$ cat src/rtl/mux_scan_ctrl.sv
// mux_scan_ctrl
//   Steps the select of an external 2**SEL_W:1 mux through every input,
//   holds each index for SETTLE+1 cycles, and samples the mux output on the
//   last cycle of each index. The samples form one word, which is offered on
//   a valid/ready handshake. All outputs are registered.
//
// Ports
//   clk         rising-edge clock
//   rst_n       synchronous active-low reset
//   start       begin a scan (accepted only when idle)
//   msb_first   scan order, latched with start: 0 = 0..N-1, 1 = N-1..0
//   mux_out     1-bit output of the mux being scanned
//   sel         select driven to the mux
//   busy        high while scanning or holding a word
//   word        assembled word, word[i] = sample taken with sel == i
//   word_valid  word is available
//   word_ready  consumer accepts word
//
// State | meaning
// IDLE  | waiting for start, sel parked at 0
// SCAN  | stepping sel, sampling mux_out once per index
// HOLD  | word presented, waiting for word_ready

module mux_scan_ctrl #(
  parameter int SEL_W  = 4,
  parameter int SETTLE = 1
) (
  input  logic                  clk,
  input  logic                  rst_n,
  input  logic                  start,
  input  logic                  msb_first,
  input  logic                  mux_out,
  output logic [SEL_W-1:0]      sel,
  output logic                  busy,
  output logic [2**SEL_W-1:0]   word,
  output logic                  word_valid,
  input  logic                  word_ready
);

  localparam int N = 2**SEL_W;
  localparam logic [SEL_W-1:0] SEL_LAST = SEL_W'(N - 1);
  localparam logic [7:0]       SETTLE_C = 8'(SETTLE);

  typedef enum logic [1:0] {IDLE, SCAN, HOLD} state_t;

  state_t           state, state_nx;
  logic [SEL_W-1:0] sel_nx;
  logic             busy_nx;
  logic [N-1:0]     word_nx;
  logic             valid_nx;
  logic [N-1:0]     shadow, shadow_nx;
  logic [7:0]       cnt, cnt_nx;
  logic             dir, dir_nx;
  logic             last_idx;

  // Last index depends on the direction latched at start.
  assign last_idx = dir ? (sel == '0) : (sel == SEL_LAST);

  always_comb begin
    state_nx  = state;
    sel_nx    = sel;
    word_nx   = word;
    valid_nx  = word_valid;
    shadow_nx = shadow;
    cnt_nx    = cnt;
    dir_nx    = dir;
    case (state)
      IDLE: begin
        sel_nx = '0;
        if (start) begin
          state_nx = SCAN;
          dir_nx   = msb_first;
          sel_nx   = msb_first ? SEL_LAST : '0;
          cnt_nx   = '0;
        end
      end
      SCAN: begin
        if (cnt == SETTLE_C) begin
          shadow_nx[sel] = mux_out;
          if (last_idx) begin
            // Publish including the bit captured on this edge.
            word_nx  = shadow_nx;
            valid_nx = 1'b1;
            state_nx = HOLD;
          end else begin
            sel_nx = dir ? (sel - SEL_W'(1)) : (sel + SEL_W'(1));
            cnt_nx = '0;
          end
        end else begin
          cnt_nx = cnt + 8'd1;
        end
      end
      HOLD: begin
        if (word_ready) begin
          valid_nx = 1'b0;
          state_nx = IDLE;
          sel_nx   = '0;
        end
      end
      default: begin
        state_nx = IDLE;
        sel_nx   = '0;
        valid_nx = 1'b0;
      end
    endcase
    busy_nx = (state_nx != IDLE);
  end

  always_ff @(posedge clk) begin
    if (!rst_n) begin
      state      <= IDLE;
      sel        <= '0;
      busy       <= 1'b0;
      word       <= '0;
      word_valid <= 1'b0;
      shadow     <= '0;
      cnt        <= '0;
      dir        <= 1'b0;
    end else begin
      state      <= state_nx;
      sel        <= sel_nx;
      busy       <= busy_nx;
      word       <= word_nx;
      word_valid <= valid_nx;
      shadow     <= shadow_nx;
      cnt        <= cnt_nx;
      dir        <= dir_nx;
    end
  end

endmodule

$ cat config.mk
export PLATFORM = sky130hd
export DESIGN_NAME = mux_scan_ctrl
export DESIGN_NICKNAME = d
export VERILOG_FILES = /design/src/rtl/mux_scan_ctrl.sv
export SDC_FILE = /design/constraint.sdc
export NUM_CORES = 1
export LEC_CHECK = 0
export ABC_AREA = 1
export BUFFER_PORTS_ARGS = -buffer_cell sky130_fd_sc_hd__clkbuf_2
export CORE_MARGIN = 2
export CORE_UTILIZATION = 31
export CTS_BUF_LIST = sky130_fd_sc_hd__clkbuf_4 sky130_fd_sc_hd__clkbuf_8
export DETAILED_ROUTE_END_ITERATION = 10
export GPL_ROUTABILITY_DRIVEN = 0
export PLACE_DENSITY_LB_ADDON = 0.05
export RECOVER_POWER = 25
export SKIP_CTS_REPAIR_TIMING = 1
export SYNTH_ARGS = -nofsm -noshare
export SYNTH_HDL_FRONTEND = slang
export SYNTH_SLANG_ARGS = --single-unit
$ cat constraint.sdc
create_clock -name clk -period 1.9 [get_ports clk]
set_input_delay 0.19 -clock clk [delete_from_list [all_inputs] [get_ports clk]]
set_output_delay 0.19 -clock clk [all_outputs]
set_load 0.01 [all_outputs]
# Word level (Yosys, flattened, before mapping)
# Cells that the tools add are included.
[totals]
regBits = 49
latch_bits = 0
mem_bits_rw = 0
mem_bits_ro = 0
in_bits = 6
out_inout_bits = 22
wordCells = 59
memories = 0
[op_classes]
n_addsub = 3
n_mul = 0
n_div = 0
n_lt_le_gt_ge = 2
n_eq_ne = 10
shift = 0
n_mux = 24
n_bitwise = 1
reduce_logical = 11
[op_table]
columns = ["cell", "count"]
rows = [
  ["2-to-1 mux 4 bit", 6],
  ["2-to-1 mux 8 bit", 3],
  ["bitwise mux 16 bit", 1],
  ["case mux 8 bit (2 select lines)", 1],
  ["case mux 4 bit (3 select lines)", 1],
  ["inequality test 2 bit (second input constant)", 5],
  ["AND reduction 3 bit", 3],
  ["adder 8 x 1 -> 8 bit (second input constant)", 1],
  ["== test 8 x 1 -> 1 bit (second input constant)", 1],
  ["2-to-1 mux 2 bit", 4],
  ["case mux 2 bit (3 select lines)", 1],
  ["< comparator 4 x 5 -> 1 bit (second input constant)", 1],
  ["2-to-1 mux 1 bit", 5],
  ["adder 4 x 1 -> 4 bit (second input constant)", 1],
  ["demux 1 bit (select 4 bit)", 1],
  ["== test 4 bit (second input constant)", 1],
  [">= comparator 4 x 1 -> 1 bit (second input constant)", 1],
  ["zero test 4 bit", 1],
  ["AND reduction 2 bit", 2],
  ["AND reduction 4 bit", 1],
  ["nonzero test 2 bit", 2],
  ["subtractor 4 x 1 -> 4 bit (second input constant)", 1],
  ["inequality test 3 bit (second input constant)", 1],
  ["case mux 1 bit (3 select lines)", 1],
  ["5 further kinds", 5],
]

# Longest topological paths before layout
[logic_depth]
ltp_word = 6
ltp_mapped = 11
mapped_depth_nobuf = 10

# Least setup slack after synthesis
# OpenSTA, ideal clock, no wires.
[synth_timing]
path_kind = "register -> register"
startpoint = "register sel[0]"
endpoint = "register busy"
arrival_time_ns = 1.342
required_time_ns = 1.780
slack_ns = 0.438
stages_incl_launch_ff = 9
period_less_slack_ns = 1.462
cell_sequence = "dfxtp_1 > nand2_2 > nor2_2 > nand2_2 > nand3_4 > nand3_4 > nand2_1 > inv_2 > or2_1"
[synth_via]
elab_chain_cells = 6
[synth_lines]
columns = ["item", "line", "source"]
rows = [
  ["from (decl)", "33", "output logic [SEL_W-1:0] sel,"],
  ["from (signal assigned)", "121", "sel <= sel_nx;"],
  ["== test 4 bit / zero test 4 bit (equally long branches)", "57", "assign last_idx = dir ? (sel == '0) : (sel == SEL_LAST);"],
  ["2-to-1 mux 1 bit *", "57", ""],
  ["2-to-1 mux 2 bit *", "80", "if (last_idx) begin"],
  ["2-to-1 mux 2 bit *", "78", "if (cnt == SETTLE_C) begin"],
  ["case mux 2 bit (3 select lines) *", "67", "case (state)"],
  ["nonzero test 2 bit *", "106", "busy_nx = (state_nx != IDLE);"],
  ["to (signal assigned)", "122", "busy <= busy_nx;"],
  ["to (decl)", "34", "output logic busy,"],
]
# Mark *: on every way between the ends. The rest lies on a longest branch, timed or not.
# A chain may end at the register's enable or synchronous reset.

# Final worst setup path
[layout_timing]
startpoint = "register cnt[1]"
endpoint = "register busy"
[layout_via]
elab_chain_cells = 4
[layout_lines]
columns = ["item", "line", "source"]
rows = [
  ["from (decl)", "52", "logic [7:0] cnt, cnt_nx;"],
  ["from (signal assigned)", "126", "cnt <= cnt_nx;"],
  ["== test 8 x 1 -> 1 bit", "78", ""],
  ["2-to-1 mux 2 bit", "78", ""],
  ["case mux 2 bit (3 select lines)", "67", ""],
  ["nonzero test 2 bit", "106", ""],
]
# No other way between the ends.

==> flow_metrics.tcl <==
set metrics [dict create \
    cts_buffer_depth 2 \
    dieArea_um2 8520 \
    synth-seq-cells 49 \
    core_area_um2 7650 \
    min_path_type "input pin to register" \
    cts-buffers-inserted 5 \
    fmax_mhz 609 \
    via_per_inst 4.57 \
    ys_seq_area_share_pct 40.6 \
    worstPathMaxFanout 11 \
    setup_viol 0 \
    power_density_nw_per_um2 849 \
    whs_ns 0.274 \
    cts.clk_slew.worst_paths_ns 0.09 \
    worstMarginPinSlew_ns 0.503 \
    wire_per_inst_um 12.3 \
    drc 0 \
    drtIter0Drc 47 \
    hpwl_um 4120 \
    die_w_um 92.3 \
    skew_ns 0.00729 \
    grt_first_pass_wirelength_um 9800 \
    fillers 835 \
    worst_setup_path_start_kind "register" \
    antenna_cells 0 \
    post-route-period-util_pct 86.4 \
    cts_tree "yes" \
    cts_max_level 2 \
    fin_area_um2 2800 \
    grt_max_degree 23 \
    start_util_pct 31.6 \
    rows 32 \
    clockRootBuffer "clkbuf_8" \
    grt_antenna_before_repair 0 \
    place.port_buffers 27 \
    critical_path_required_ns 2.10 \
    grt_overflow 0 \
    ir_drop_uv 316 \
    maxCapViolations 0 \
    setup_tns_ns 0 \
    layout_setup_ws_ns 0.257 \
    grt_usage_pct 14.6 \
    ant_nets 0 \
    grt_pass1_vias 2014 \
    drive_gt1_share_pct 13.1 \
    cts_sinks 49 \
    leakage_nw 1.17 \
    dp_slack_ns 0.246 \
    final_nets 369 \
    post-route-min-period_ns 1.64 \
    rsz0062_at_grt "no" \
    arrival_ns 1.84 \
    syn-num-nets 339 \
    num_vias 2106 \
    total_power_mw 2.38 \
    relSlewSlack_pct 66.4 \
    wl_um 5660 \
    yosysWarnings 0 \
    fp.dieH_um 92.3 \
    synth_area_um2 2420 \
    syn_area_per_cell_um2 7.37 \
    end_kind "register" \
    hold_viol 0 \
    maxSlewViolCount 0 \
    syn_to_final_growth_pct 15.8 \
    clock_latency_ns 0.30 \
    status "completed" \
    io_pins 28 \
    crit_type "register to register" \
    netlist_instances 328 \
    yosysUniqueCellTypes 28 \
    first_pass_iters 4 \
    placed_area_um2 2690 \
]
[final cells by class]
class	count	area, µm²	share of cell area (%)
multi-input combinational	240	1260	45.0
sequential	49	981	35.0
tap	102	128	4.56
clock inverter	3	65.1	2.32
clock buffer	5	68.8	2.46
timing repair buffer	38	209	7.46
inverter	24	90.1	3.22
[placed cells by master, fill, tap and decap left out, types with 2 or more instances in the layout]
cell type / n
xor2_1: 5
nand3_4: 2
nor2_2: 6
nand2_1: 71
nand2_2: 3
inv_2: 5
clkbuf_1: 17
inv_1: 18
clkbuf_2: 10
o21ai_0: 6
nor2_1: 54
a21oi_1: 27
bufinv_16: 2
ha_1: 4
nand3_1: 14
nand4_1: 8
o211a_1: 10
dfxtp_1: 49
buf_4: 10
o21ai_1: 10
clkbuf_8: 5
a211oi_1: 14
[cell usage after synthesis]
cell | count | area share, %
a211oi_1 | 14 | 4.3
a21oi_1 | 27 | 5.6
buf_2 | 4 | 0.83
buf_4 | 3 | 0.93
buf_6 | 2 | 0.93
clkbuf_1 | 6 | 0.93
clkinv_1 | 1 | 0.16
dfxtp_1 | 49 | 41
fa_1 | 1 | 0.83
ha_1 | 4 | 2.1
inv_1 | 18 | 2.8
inv_2 | 5 | 0.78
nand2_1 | 71 | 11
nand2_2 | 3 | 0.78
nand3_1 | 14 | 2.9
nand3_4 | 2 | 1.4
nand4_1 | 8 | 2.1
nor2_1 | 54 | 8.4
nor2_2 | 6 | 1.6
nor2_4 | 1 | 0.47
nor3_2 | 1 | 0.41
o211a_1 | 10 | 4.1
o211ai_1 | 1 | 0.31
o21ai_0 | 6 | 1.2
o21ai_1 | 10 | 2.1
or2_1 | 1 | 0.26
xnor2_1 | 1 | 0.36
xor2_1 | 5 | 1.8
[flip-flops by register name, summed over array words and instances (netlist names)]
name / cells
shadow: 16
word: 16
cnt: 8
sel: 4
state: 2
busy: 1
dir: 1
word_valid: 1
[through the flow]
stage	utilization [%]	cells
after detailed placement	35.1	453
after global routing	36.6	461
final	36.6	461
after floorplan	-	328
after CTS	36.9	461
after global placement	35.1	453
[logic make-up after synthesis]
group | synth area share [%]
AND/OR/NAND/NOR | 29.3
flip-flops | 40.6
XOR/XNOR | 2.17
buffers and inverters | 7.35
AO/OA/AOI/OAI | 17.7
adder cells (fa/ha/maj) | 2.90
[path summary, 6_finish.rpt]
path                                 from        end  slack (ns)  depth (start not counted)
worst max-delay path               cnt[1]       busy        0.26                         10
worst min-delay path                start        dir        0.27                          3
worst max register to register     cnt[1]       busy        0.26                         10
worst min register to register  shadow[9]  shadow[9]        0.49                          2
[critical path: stages, from the launching register on]
cell and delay, ns:
dfxtp_1 0.33, inv_1 0.11, ha_1 0.15, nand2_1 0.06, nor2_2 0.11, nand2_1 0.10, nand2_2 0.22, nand3_4 0.12
nand2_1 0.08, inv_2 0.04, or2_1 0.21
[metal layers]
metal / track usage (%) / vias up / share of wire (%)
met1: 19.8 / 923 / 52
met2: 22.9 / 36 / 44
met4: 5.22 / 0 / 1.2
met5: 0 / - / 0
met3: 3.01 / 5 / 3.5
li1: - / 1142 / -
[where the power goes]
part           leakage [nW]  switching [mW]  internal (mW)  total (mW)
logic                 0.707           0.249          0.132       0.382
registers             0.397          0.0427           1.07        1.12
clock network        0.0681           0.356          0.523       0.879
total                  1.17           0.648           1.73        2.38
No activity file was read; power rests on OpenSTA's default activity.
